### config.mk
export PLATFORM = sky130hd
export DESIGN_NAME = sdram_clk_sequencer
export DESIGN_NICKNAME = d
export VERILOG_FILES = /design/src/rtl/sdram_clk_sequencer_pkg.sv /design/src/rtl/sdram_clk_sequencer_sync_2ff.sv /design/src/rtl/sdram_clk_sequencer.sv
export SDC_FILE = /design/constraint.sdc
export NUM_CORES = 1
export LEC_CHECK = 0
export ABC_AREA = 1
export CORE_MARGIN = 4
export CORE_UTILIZATION = 52
export CTS_CLUSTER_SIZE = 24
export DETAILED_ROUTE_END_ITERATION = 8
export HOLD_SLACK_MARGIN = 0.02
export PLACE_DENSITY = 0.79
export SYNTH_ARGS = -nofsm -noshare
export SYNTH_HDL_FRONTEND = slang
export SYNTH_HIERARCHICAL = 1
export SYNTH_SLANG_ARGS = --single-unit
### constraint.sdc
create_clock -name i_clk -period 2.35 [get_ports i_clk]
set_clock_uncertainty 0.2 [all_clocks]
set_input_delay 0.235 -clock i_clk [delete_from_list [all_inputs] [get_ports i_clk]]
set_output_delay 0.235 -clock i_clk [all_outputs]
set_load 0.02 [all_outputs]
### src/rtl/sdram_clk_sequencer_pkg.sv
// Shared state encodings and helpers for the SDRAM PLL clock sequencer.
package sdram_clk_sequencer_pkg;

  localparam logic [2:0] StIdle     = 3'd0;
  localparam logic [2:0] StPllRst   = 3'd1;
  localparam logic [2:0] StWaitLock = 3'd2;
  localparam logic [2:0] StStable   = 3'd3;
  localparam logic [2:0] StInit     = 3'd4;
  localparam logic [2:0] StReady    = 3'd5;
  localparam logic [2:0] StError    = 3'd6;

  function automatic int unsigned max_u(input int unsigned a, input int unsigned b);
    return (a > b) ? a : b;
  endfunction

endpackage

### src/rtl/sdram_clk_sequencer_sync_2ff.sv
// 1-bit double-flop synchronizer for inputs asynchronous to the reference clock.
module sync_2ff (
  input  logic i_clk,
  input  logic i_rst_n,
  input  logic i_d,
  output logic o_q
);

  logic r_meta;
  logic r_q;

  always_ff @(posedge i_clk or negedge i_rst_n) begin
    if (!i_rst_n) begin
      r_meta <= 1'b0;
      r_q    <= 1'b0;
    end else begin
      r_meta <= i_d;
      r_q    <= r_meta;
    end
  end

  assign o_q = r_q;

endmodule

### src/rtl/sdram_clk_sequencer.sv
// PLL bring-up supervisor: pulses PLL reset, qualifies lock, releases and inits the
// SDRAM controller, and re-sequences on lock loss or failed attempts.
module sdram_clk_sequencer
  import sdram_clk_sequencer_pkg::*;
#(
  parameter int unsigned PLL_RST_CYCLES = 8,
  parameter int unsigned LOCK_TIMEOUT   = 50000,
  parameter int unsigned STABLE_CYCLES  = 1024,
  parameter int unsigned INIT_TIMEOUT   = 20000,
  parameter int unsigned MAX_RETRIES    = 3,
  parameter int unsigned RW             = 2
) (
  input  logic          i_clk,
  input  logic          i_rst_n,
  input  logic          i_enable,
  input  logic          i_pll_locked,
  input  logic          i_init_done,
  output logic          o_pll_rst,
  output logic          o_sdram_rst,
  output logic          o_init_req,
  output logic          o_ready,
  output logic          o_error,
  output logic          o_lock_lost,
  output logic [RW-1:0] o_retry_count,
  output logic [2:0]    o_state
);

  localparam int unsigned CntMax = max_u(max_u(PLL_RST_CYCLES, LOCK_TIMEOUT),
                                         max_u(STABLE_CYCLES, INIT_TIMEOUT));
  localparam int unsigned CntW   = $clog2(CntMax) + 1;

  logic            w_locked_s;
  logic            w_done_s;
  logic [2:0]      r_state;
  logic [2:0]      w_state_d;
  logic [CntW-1:0] r_cnt;
  logic [CntW-1:0] w_cnt_d;
  logic            w_cnt_zero;
  logic [RW-1:0]   r_retry_count;
  logic [RW-1:0]   w_retry_d;
  logic            w_fail;
  logic            w_drop;
  logic            r_lock_lost;
  logic            w_lock_lost_d;
  logic            r_pll_rst;
  logic            r_sdram_rst;
  logic            r_init_req;
  logic            r_ready;
  logic            r_error;

  sync_2ff u_sync_locked (
    .i_clk   (i_clk),
    .i_rst_n (i_rst_n),
    .i_d     (i_pll_locked),
    .o_q     (w_locked_s)
  );

  sync_2ff u_sync_done (
    .i_clk   (i_clk),
    .i_rst_n (i_rst_n),
    .i_d     (i_init_done),
    .o_q     (w_done_s)
  );

  assign w_cnt_zero = (r_cnt == '0);

  always_comb begin
    w_state_d = r_state;
    w_fail    = 1'b0;
    w_drop    = 1'b0;
    case (r_state)
      StIdle:     if (i_enable) w_state_d = StPllRst;
      StPllRst:   if (w_cnt_zero) w_state_d = StWaitLock;
      StWaitLock: begin
        if (w_locked_s)      w_state_d = StStable;
        else if (w_cnt_zero) w_fail = 1'b1;
      end
      StStable: begin
        if (!w_locked_s)     w_fail = 1'b1;
        else if (w_cnt_zero) w_state_d = StInit;
      end
      // Lock loss outranks a simultaneous init_done.
      StInit: begin
        if (!w_locked_s)     w_fail = 1'b1;
        else if (w_done_s)   w_state_d = StReady;
        else if (w_cnt_zero) w_fail = 1'b1;
      end
      StReady: begin
        if (!w_locked_s) begin
          w_drop    = 1'b1;
          w_state_d = StPllRst;
        end
      end
      StError:    w_state_d = StError;
      default:    w_state_d = StIdle;
    endcase

    w_retry_d = r_retry_count;
    if (w_fail) begin
      if (r_retry_count == RW'(MAX_RETRIES)) begin
        w_state_d = StError;
      end else begin
        w_state_d = StPllRst;
        w_retry_d = r_retry_count + RW'(1);
      end
    end
    if (w_state_d == StReady) w_retry_d = '0;

    w_lock_lost_d = r_lock_lost | w_drop;

    if (!i_enable) begin
      w_state_d     = StIdle;
      w_retry_d     = '0;
      w_lock_lost_d = 1'b0;
    end
  end

  // Reload on every state entry so each state times its own dwell.
  always_comb begin
    w_cnt_d = w_cnt_zero ? '0 : r_cnt - CntW'(1);
    if (w_state_d != r_state) begin
      case (w_state_d)
        StPllRst:   w_cnt_d = CntW'(PLL_RST_CYCLES - 1);
        StWaitLock: w_cnt_d = CntW'(LOCK_TIMEOUT - 1);
        StStable:   w_cnt_d = CntW'(STABLE_CYCLES - 1);
        StInit:     w_cnt_d = CntW'(INIT_TIMEOUT - 1);
        default:    w_cnt_d = '0;
      endcase
    end
  end

  always_ff @(posedge i_clk or negedge i_rst_n) begin
    if (!i_rst_n) begin
      r_state       <= StIdle;
      r_cnt         <= '0;
      r_retry_count <= '0;
      r_lock_lost   <= 1'b0;
      r_pll_rst     <= 1'b1;
      r_sdram_rst   <= 1'b1;
      r_init_req    <= 1'b0;
      r_ready       <= 1'b0;
      r_error       <= 1'b0;
    end else begin
      r_state       <= w_state_d;
      r_cnt         <= w_cnt_d;
      r_retry_count <= w_retry_d;
      r_lock_lost   <= w_lock_lost_d;
      r_pll_rst     <= (w_state_d == StIdle) || (w_state_d == StPllRst) ||
                       (w_state_d == StError);
      r_sdram_rst   <= !((w_state_d == StInit) || (w_state_d == StReady));
      r_init_req    <= (w_state_d == StInit);
      r_ready       <= (w_state_d == StReady);
      r_error       <= (w_state_d == StError);
    end
  end

  assign o_pll_rst     = r_pll_rst;
  assign o_sdram_rst   = r_sdram_rst;
  assign o_init_req    = r_init_req;
  assign o_ready       = r_ready;
  assign o_error       = r_error;
  assign o_lock_lost   = r_lock_lost;
  assign o_retry_count = r_retry_count;
  assign o_state       = r_state;

endmodule
==> flow_results.xml, run 1 <==
<?xml version="1.0" encoding="UTF-8"?>
<metrics>
  <group name="clock_network">
    <metric name="tritoncts" unit="">built</metric>
    <metric name="cts.clk_slew.worst_paths" unit="ns">0.07</metric>
    <metric name="cts_hold_repair.buffers" unit="">0</metric>
    <metric name="number_of_buffers_created_by_cts" unit="">5</metric>
    <metric name="htreeDepth" unit="">2</metric>
    <metric name="max-clock-path-buffers" unit="">2</metric>
    <metric name="root_buffer" unit="">sky130_fd_sc_hd__clkbuf_8</metric>
    <metric name="clk-insertion-delay-late" unit="ns">0.28</metric>
    <metric name="cts_num_sinks" unit="">32</metric>
  </group>
  <group name="grt">
    <metric name="grt_first_pass_wirelength" unit="µm">7997</metric>
    <metric name="global_route.overflow_total" unit="">0</metric>
    <metric name="grtUsageTotal" unit="">0.2050</metric>
    <metric name="antenna_found_initial" unit="">0</metric>
    <metric name="first_global_vias" unit="">1817</metric>
    <metric name="largest_net_degree_at_the_start_of_global_routing" unit="">33</metric>
  </group>
  <group name="detailed_routing">
    <metric name="drt_iter0_drc" unit="">140</metric>
    <metric name="routed-via-count" unit="">1861</metric>
    <metric name="drc_violation_count_after_routing" unit="">0</metric>
    <metric name="post_drt_wl_per_cell" unit="µm">15.33</metric>
    <metric name="detail_route.vias_per_cell" unit="">5.363</metric>
    <metric name="drt_wl_total" unit="µm">5321</metric>
    <metric name="firstDrtPassIters" unit="">4</metric>
    <metric name="antenna_violating_nets_left" unit="">0</metric>
  </group>
  <group name="setup_path">
    <metric name="ff2ff_setup_slack" unit="ns">-0.14</metric>
    <metric name="reg_to_reg_endpoint" unit="">r_cnt[3]$_DFF_PN0_</metric>
    <metric name="worst_ep_required_time" unit="ns">2.37</metric>
    <metric name="start_kind" unit="">flip-flop</metric>
    <metric name="timing.setup.critical_path_class" unit="">flip-flop to flip-flop</metric>
    <metric name="rr_worst_depth" unit="">18</metric>
    <metric name="cp.arrival" unit="ns">2.51</metric>
    <metric name="critPathCaptureType" unit="">flip-flop</metric>
    <metric name="critical_path_start" unit="">r_cnt[0]$_DFF_PN0_</metric>
    <metric name="worstPathMaxFanout" unit="">4</metric>
    <metric name="r2r_start" unit="">r_cnt[0]$_DFF_PN0_</metric>
  </group>
  <group name="sta">
    <metric name="finalWorstSetupSlack" unit="ns">-0.1367</metric>
    <metric name="slew_viol_final" unit="">0</metric>
    <metric name="period_minus_slack" unit="ns">2.487</metric>
    <metric name="report.final.setup_viol" unit="">17</metric>
    <metric name="setup_total_negative_slack" unit="ns">-1.338</metric>
    <metric name="worstMarginPinSlew" unit="ns">0.4113</metric>
    <metric name="min_period_over_period" unit="">1.058</metric>
    <metric name="max_clock_freq" unit="GHz">0.4021</metric>
    <metric name="unrepaired_setup_endpoints_after_global_routing" unit="">true</metric>
    <metric name="finalHoldViolations" unit="">0</metric>
    <metric name="max_slew_margin" unit="">0.7258</metric>
  </group>
  <group name="yosys">
    <metric name="yosysSeqAreaShare" unit="">0.4102</metric>
    <metric name="netlist_area" unit="µm²">1958</metric>
    <metric name="syn-num-nets" unit="">261</metric>
    <metric name="synth.distinct_cells" unit="">32</metric>
    <metric name="syn-mean-instance-area" unit="µm²">7.740</metric>
    <metric name="synth_seq_cells" unit="">32</metric>
    <metric name="synth.yosys.warnings" unit="">6</metric>
    <metric name="synth_cells" unit="">253</metric>
  </group>
  <group name="place">
    <metric name="count_of_input_and_output_buffers" unit="">15</metric>
    <metric name="place.detailed.hpwl" unit="µm">3301</metric>
    <metric name="place.gp.congestion" unit="">0.8301</metric>
  </group>
  <group name="power">
    <metric name="cellPowerDensity" unit="nW/µm²">1201</metric>
    <metric name="max-vdd-ir-drop" unit="V">0.0006178</metric>
    <metric name="totalPowerFinal" unit="mW">3.185</metric>
    <metric name="cellLeakagePower" unit="nW">1.382</metric>
  </group>
  <group name="finish">
    <metric name="layout.nets" unit="">306</metric>
    <metric name="area_growth_syn_to_layout" unit="%">35.46</metric>
    <metric name="fraction_of_layout_instances_using_a_drive_strength_above_1" unit="">0.3311</metric>
    <metric name="final.fill_count" unit="">258</metric>
    <metric name="insertedDiodeCount" unit="">0</metric>
    <metric name="largest_register_ffs" unit="">17</metric>
    <metric name="registers.top_by_ff_count" unit="">r_cnt</metric>
  </group>
  <group name="flow_run">
    <metric name="cap_violations" unit="">0</metric>
  </group>
  <group name="floorplanning">
    <metric name="start_util" unit="">0.5349</metric>
    <metric name="die_area" unit="µm²">4812</metric>
    <metric name="fp.coreArea" unit="µm²">3661</metric>
    <metric name="boundaryPins" unit="">16</metric>
    <metric name="core.rowCount" unit="">22</metric>
    <metric name="die_width" unit="µm">69.37</metric>
    <metric name="die-height" unit="µm">69.37</metric>
  </group>
  <group name="min_path">
    <metric name="holdCritPathClass" unit="">input port to asynchronous set/reset pin</metric>
  </group>
  <group name="outcome">
    <metric name="run_status" unit="">finished with violations</metric>
    <metric name="violations" unit="">negative setup slack</metric>
  </group>
</metrics>
==> where the power goes <==
group / total [mW] / switching, mW / internal, mW / leakage [nW]
Combinational: 1.93 / 1.10 / 0.833 / 0.912
Sequential: 0.814 / 0.133 / 0.681 / 0.418
Clock: 0.437 / 0.203 / 0.233 / 0.0510
Total: 3.18 / 1.44 / 1.75 / 1.38
==> synth_stat cells <==
library cell	number	area, µm²
sky130_fd_sc_hd__dfstp_2	2	52.55
sky130_fd_sc_hd__nand3_1	28	140.1
sky130_fd_sc_hd__ha_1	3	37.54
sky130_fd_sc_hd__inv_1	20	75.07
sky130_fd_sc_hd__nand2_4	1	11.26
sky130_fd_sc_hd__a21oi_1	2	10.01
sky130_fd_sc_hd__o21a_1	1	7.510
sky130_fd_sc_hd__nor4_1	1	6.260
sky130_fd_sc_hd__nand4_1	4	25.02
sky130_fd_sc_hd__nand2_1	67	251.5
sky130_fd_sc_hd__clkbuf_1	1	3.750
sky130_fd_sc_hd__buf_6	2	22.52
sky130_fd_sc_hd__nand2_2	5	31.28
sky130_fd_sc_hd__o21ai_0	2	10.01
sky130_fd_sc_hd__buf_2	1	5.000
sky130_fd_sc_hd__xor2_1	10	87.58
sky130_fd_sc_hd__nor2_1	36	135.1
sky130_fd_sc_hd__nor3_1	3	15.01
sky130_fd_sc_hd__nor2_2	6	37.54
sky130_fd_sc_hd__nor2_8	1	20.02
sky130_fd_sc_hd__clkinv_1	1	3.750
sky130_fd_sc_hd__or2_2	2	12.51
sky130_fd_sc_hd__nand3_4	1	17.52
sky130_fd_sc_hd__buf_4	1	7.510
sky130_fd_sc_hd__inv_2	5	18.77
sky130_fd_sc_hd__dfrtp_1	30	750.7
sky130_fd_sc_hd__o31ai_1	1	7.510
sky130_fd_sc_hd__xor2_4	1	27.53
sky130_fd_sc_hd__nand3b_1	7	52.55
sky130_fd_sc_hd__nor2_4	1	11.26
sky130_fd_sc_hd__nand3_2	2	20.02
sky130_fd_sc_hd__xnor2_1	5	43.79
==> per-layer routing <==
layer,track usage,up-vias,wire length [µm]
li1,-,886,-
met1,0.2362,882,2063
met2,0.3750,74,2813
met3,0.04348,19,282
met4,0.06508,0,161
met5,0,-,0
==> final cells by class <==
type                            instances  area (µm²)  share of cell area
Sequential cell                        32       803.3              0.3028
Timing Repair Buffer                   43       411.6              0.1552
Clock buffer                            6       82.58             0.03113
Clock inverter                          2       10.01            0.003774
Tap cell                               48       60.06             0.02264
Multi-Input combinational cell        190        1187              0.4476
Inverter                               26       97.59             0.03679
==> placed cells by master (no fill, tap or decap), types with 2 or more instances in the layout <==
cell type                         Yosys  routed
sky130_fd_sc_hd__nand4_1              4       4
sky130_fd_sc_hd__ha_1                 3       2
sky130_fd_sc_hd__buf_4                1      21
sky130_fd_sc_hd__inv_1               20      17
sky130_fd_sc_hd__clkbuf_8             0       6
sky130_fd_sc_hd__clkinv_2             0       2
sky130_fd_sc_hd__xnor2_1              5       5
sky130_fd_sc_hd__xor2_1              10      10
sky130_fd_sc_hd__buf_6                2       3
sky130_fd_sc_hd__a21oi_1              2       2
sky130_fd_sc_hd__dfstp_2              2       2
sky130_fd_sc_hd__nand3b_1             7       7
sky130_fd_sc_hd__nor2_2               6      10
sky130_fd_sc_hd__inv_2                5       9
sky130_fd_sc_hd__nand3_2              2       8
sky130_fd_sc_hd__nor3_1               3       3
sky130_fd_sc_hd__clkdlybuf4s50_1      0      15
sky130_fd_sc_hd__buf_12               0       2
sky130_fd_sc_hd__nand3_4              1       3
sky130_fd_sc_hd__dfrtp_1             30      30
sky130_fd_sc_hd__nand2_4              1       3
sky130_fd_sc_hd__o21ai_0              2       2
sky130_fd_sc_hd__nand3_1             28      20
sky130_fd_sc_hd__nor2_4               1       5
sky130_fd_sc_hd__nor2_1              36      28
sky130_fd_sc_hd__nand2_1             67      52
sky130_fd_sc_hd__nand2_2              5      17
sky130_fd_sc_hd__or2_2                2       2
==> worst max-delay path, stage by stage (launching register included) <==
cell and delay, ns:
sky130_fd_sc_hd__dfrtp_1 0.38, sky130_fd_sc_hd__inv_2 0.09, sky130_fd_sc_hd__ha_4 0.15, sky130_fd_sc_hd__inv_2 0.04, sky130_fd_sc_hd__nor2_4 0.09, sky130_fd_sc_hd__nand2_1 0.08
sky130_fd_sc_hd__nor2_2 0.15, sky130_fd_sc_hd__buf_4 0.14, sky130_fd_sc_hd__nand3_1 0.06, sky130_fd_sc_hd__nand2_1 0.07, sky130_fd_sc_hd__inv_1 0.06, sky130_fd_sc_hd__nand3_2 0.10
sky130_fd_sc_hd__nand2_2 0.09, sky130_fd_sc_hd__buf_4 0.16, sky130_fd_sc_hd__nor2_4 0.13, sky130_fd_sc_hd__nand2_1 0.17, sky130_fd_sc_hd__nand2_1 0.13, sky130_fd_sc_hd__nand2_2 0.07
sky130_fd_sc_hd__nand2_1 0.08
==> worst max path at each step <==
stage,to,slack [ns],cells past startpoint
floorplan,r_cnt[0]$_DFF_PN0_,0.12,16
global placement,r_cnt[0]$_DFF_PN0_,-0.05,16
detailed placement,r_cnt[6]$_DFF_PN0_,-0.06,16
CTS,r_cnt[6]$_DFF_PN0_,-0.03,15
global route,r_cnt[1]$_DFF_PN0_,-0.22,18
finish,r_cnt[3]$_DFF_PN0_,-0.14,18
==> what timing repair did <==
item	4_1_cts	5_1_grt
pin swaps	13	24
cloned	1	1
endpoints found under the setup margin	17	17
gates resized for setup	24	26
buffers inserted	3	4
hold endpoints to repair	0	0
==> cell families (layout without fill, tap and decap cells) <==
logic type,count (synthesis),in the layout,share of synthesized area
AO/OA/AOI/OAI,6,6,0.01789
XOR/XNOR,16,16,0.08115
adder cells (fa/ha/maj),3,3,0.01917
buffers and inverters,31,77,0.06964
flip-flops,32,32,0.4102
AND/OR/NAND/NOR,165,165,0.4019
==> stage by stage <==
step	util	hold slack (ns)	cell area, µm²	worst slack [ns]	instances
floorplan	-	-0.2606	1958	0.1239	253
global placement	0.6241	0.1325	2285	-0.04911	330
detailed placement	0.6241	0.1347	2285	-0.05801	330
CTS	0.6774	0.1494	2480	-0.02630	342
global route	0.7245	0.1742	2653	-0.2214	347
finish	0.7245	0.1488	2653	-0.1367	347
Note: power is estimated with default switching activity, not from simulation.
==> run 2: changes to the inputs <==
--- a/config.mk
+++ b/config.mk
@@ -12,6 +12,7 @@
 export DETAILED_ROUTE_END_ITERATION = 8
 export HOLD_SLACK_MARGIN = 0.02
 export PLACE_DENSITY = 0.79
+export SETUP_SLACK_MARGIN = 0.3
 export SYNTH_ARGS = -nofsm -noshare
 export SYNTH_HDL_FRONTEND = slang
 export SYNTH_HIERARCHICAL = 1
==> constraint.sdc (replaced) <==
create_clock -name i_clk -period 2.35 [get_ports i_clk]
set_clock_uncertainty 0.2 [all_clocks]
set_input_delay 0.235 -clock i_clk [delete_from_list [all_inputs] [get_ports i_clk]]
set_output_delay 0.235 -clock i_clk [all_outputs]
set_load 0.1 [all_outputs]
==> flow_results.xml, run 2 (synthesis gave the netlist of run 1 again) <==
<?xml version="1.0" encoding="UTF-8"?>
<metrics>
  <group name="floorplanning">
    <metric name="boundaryPins" unit="">16</metric>
    <metric name="die_area" unit="µm²">4812</metric>
    <metric name="start_util" unit="">0.5349</metric>
    <metric name="die_width" unit="µm">69.37</metric>
    <metric name="die-height" unit="µm">69.37</metric>
    <metric name="fp.coreArea" unit="µm²">3661</metric>
    <metric name="core.rowCount" unit="">22</metric>
  </group>
  <group name="finish">
    <metric name="post-route-util" unit="">0.7809</metric>
    <metric name="registers.top_by_ff_count" unit="">r_cnt</metric>
    <metric name="layout_common_cells" unit="">40 x sky130_fd_sc_hd__nand2_1, 34 x sky130_fd_sc_hd__buf_4, 27 x sky130_fd_sc_hd__nor2_1</metric>
    <metric name="layout.nets" unit="">313</metric>
    <metric name="storage_cell_area" unit="µm²">817.0</metric>
    <metric name="final_common_cell" unit="">sky130_fd_sc_hd__nand2_1</metric>
    <metric name="final.fill_count" unit="">214</metric>
    <metric name="area_growth_syn_to_layout" unit="%">46.01</metric>
    <metric name="insertedDiodeCount" unit="">0</metric>
    <metric name="largest_register_ffs" unit="">17</metric>
    <metric name="multiInputGateArea" unit="µm²">1306</metric>
    <metric name="fraction_of_layout_instances_using_a_drive_strength_above_1" unit="">0.4542</metric>
  </group>
  <group name="sta">
    <metric name="unrepaired_setup_endpoints_after_global_routing" unit="">true</metric>
    <metric name="worstMarginPinSlew" unit="ns">0.4171</metric>
    <metric name="slew_viol_final" unit="">0</metric>
    <metric name="min_period_over_period" unit="">1.061</metric>
    <metric name="finalHoldViolations" unit="">0</metric>
    <metric name="finalWorstSetupSlack" unit="ns">-0.1438</metric>
    <metric name="timing.hold.ws" unit="ns">0.1349</metric>
    <metric name="report.final.setup_viol" unit="">17</metric>
    <metric name="max_slew_margin" unit="">0.7219</metric>
    <metric name="period_minus_slack" unit="ns">2.494</metric>
    <metric name="max_clock_freq" unit="GHz">0.4010</metric>
  </group>
  <group name="place">
    <metric name="place.detailed.hpwl" unit="µm">3242</metric>
    <metric name="count_of_input_and_output_buffers" unit="">15</metric>
    <metric name="place.gp.congestion" unit="">0.8336</metric>
  </group>
  <group name="power">
    <metric name="cellLeakagePower" unit="nW">1.490</metric>
    <metric name="cellPowerDensity" unit="nW/µm²">1243</metric>
    <metric name="max-vdd-ir-drop" unit="V">0.0005843</metric>
  </group>
  <group name="clock_network">
    <metric name="number_of_buffers_created_by_cts" unit="">5</metric>
    <metric name="cts_num_sinks" unit="">32</metric>
    <metric name="clk-insertion-delay-late" unit="ns">0.30</metric>
    <metric name="cts.clk_slew.worst_paths" unit="ns">0.08</metric>
    <metric name="htreeDepth" unit="">2</metric>
    <metric name="tritoncts" unit="">built</metric>
    <metric name="root_buffer" unit="">sky130_fd_sc_hd__clkbuf_8</metric>
    <metric name="max-clock-path-buffers" unit="">2</metric>
  </group>
  <group name="setup_path">
    <metric name="worst_ep_required_time" unit="ns">2.33</metric>
    <metric name="worst_path_largest_cell_delay" unit="ns">0.41</metric>
    <metric name="path_common_cell" unit="">sky130_fd_sc_hd__nand2_4</metric>
    <metric name="cp_cell_sequence" unit="">inv_2 -&gt; ha_4 -&gt; inv_2 -&gt; nor2_4 -&gt; nand2_2 -&gt; nor2_4 -&gt; nand3_2 -&gt; nand2_4 -&gt; nand2_4 -&gt; nand2_4 -&gt; inv_6 -&gt; nand2_4 -&gt; nand2_4 -&gt; nand2_4 -&gt; nor2_8 -&gt; buf_4 -&gt; buf_12 -&gt; nand3b_1 -&gt; nand2_1</metric>
    <metric name="worstPathMaxFanout" unit="">5</metric>
    <metric name="worstPathBufferInverterCount" unit="">5</metric>
    <metric name="critPathCaptureType" unit="">flip-flop</metric>
    <metric name="cp.arrival" unit="ns">2.48</metric>
    <metric name="start_kind" unit="">flip-flop</metric>
    <metric name="timing.setup.critical_path_class" unit="">flip-flop to flip-flop</metric>
    <metric name="timing.critical_path.slowest_stage_cell" unit="">sky130_fd_sc_hd__dfrtp_1</metric>
    <metric name="critical_path.top_delay_family" unit="">simple AND/OR/NAND/NOR gates</metric>
  </group>
  <group name="grt">
    <metric name="global_route.overflow_total" unit="">0</metric>
    <metric name="grt_first_pass_wirelength" unit="µm">8514</metric>
    <metric name="grtUsageTotal" unit="">0.2172</metric>
    <metric name="first_global_vias" unit="">1840</metric>
    <metric name="largest_net_degree_at_the_start_of_global_routing" unit="">33</metric>
    <metric name="antenna_found_initial" unit="">0</metric>
  </group>
  <group name="detailed_routing">
    <metric name="drc_violation_count_after_routing" unit="">0</metric>
    <metric name="post_drt_wl_per_cell" unit="µm">16.65</metric>
    <metric name="drt_wl_total" unit="µm">5895</metric>
    <metric name="firstDrtPassIters" unit="">4</metric>
    <metric name="detail_route.vias_per_cell" unit="">5.387</metric>
    <metric name="antenna_violating_nets_left" unit="">0</metric>
    <metric name="drt_iter0_drc" unit="">201</metric>
    <metric name="routed-via-count" unit="">1907</metric>
  </group>
  <group name="flow_run">
    <metric name="cap_violations" unit="">0</metric>
  </group>
  <group name="outcome">
    <metric name="violations" unit="">negative setup slack</metric>
    <metric name="run_status" unit="">finished with violations</metric>
  </group>
  <group name="min_path">
    <metric name="holdCritPathClass" unit="">input port to asynchronous set/reset pin</metric>
  </group>
</metrics>
[run 2: changes by cell type in the layout (fill, tap and decap cells not counted), sizes merged]
cell           delta
buf              +19
clkdlybuf4s50    -11
clkinv            -1
clkinvlp          +2
clkbuf            -2
[run 2: timing repair]
item	4_1_cts	5_1_grt
setup buffers	11	8
hold buffers	0	0
pin swaps	8	24
gates cloned	1	0
resized for setup	25	61
setup endpoints to repair	22	26
[run 2: stage by stage]
stage	instances	setup TNS [ns]	power [mW]	cell area, µm²	setup WS [ns]
2_1_floorplan	253	0	1.956	2007	0.05101
3_5_place_dp	326	-0.5449	2.314	2266	-0.05148
4_1_cts	346	-0.01276	3.049	2581	-0.006942
5_1_grt	354	-3.304	3.763	2859	-0.2490
6_report	354	-1.483	3.554	2859	-0.1438
3_3_place_gp	326	0	2.282	2266	0.01255
[run 2: metal layers]
metal / track usage / wire length, µm / vias up
met5: 0 / 0 / -
met3: 0.04493 / 227 / 22
met4: 0.07592 / 212 / 0
met2: 0.3708 / 3137 / 54
li1: - / - / 901
met1: 0.2712 / 2318 / 930
[run 2: cell type report]
class | instances | share of cell area
multi-input cells | 190 | 0.4569
flip-flops and latches | 32 | 0.2858
repair buffers | 50 | 0.1654
inverters | 26 | 0.03851
clock buffers | 5 | 0.02407
well taps | 48 | 0.02101
clock inverters | 3 | 0.008315
[run 2: where the power goes]
group          switching (mW)  total (mW)  internal [mW]
Sequential              0.147       0.833          0.686
Combinational            1.32        2.27          0.950
Clock                   0.240       0.449          0.210
Total                    1.71        3.55           1.85
[run 2: final timing paths]
path	slack (ns)	from	cells past startpoint	to
max reg2reg	-0.14	r_cnt[1]$_DFF_PN0_	19	r_cnt[2]$_DFF_PN0_
max in group asynchronous	1.47	i_rst_n	2	o_state[2]$_DFF_PN0_
min in group i_clk	0.15	u_sync_done/r_meta$_DFF_PN0_	0	u_sync_done/o_q$_DFF_PN0_
min	0.13	i_rst_n	2	r_cnt[13]$_DFF_PN0_
min reg2reg	0.15	u_sync_done/r_meta$_DFF_PN0_	0	u_sync_done/o_q$_DFF_PN0_
max	-0.14	r_cnt[1]$_DFF_PN0_	19	r_cnt[2]$_DFF_PN0_
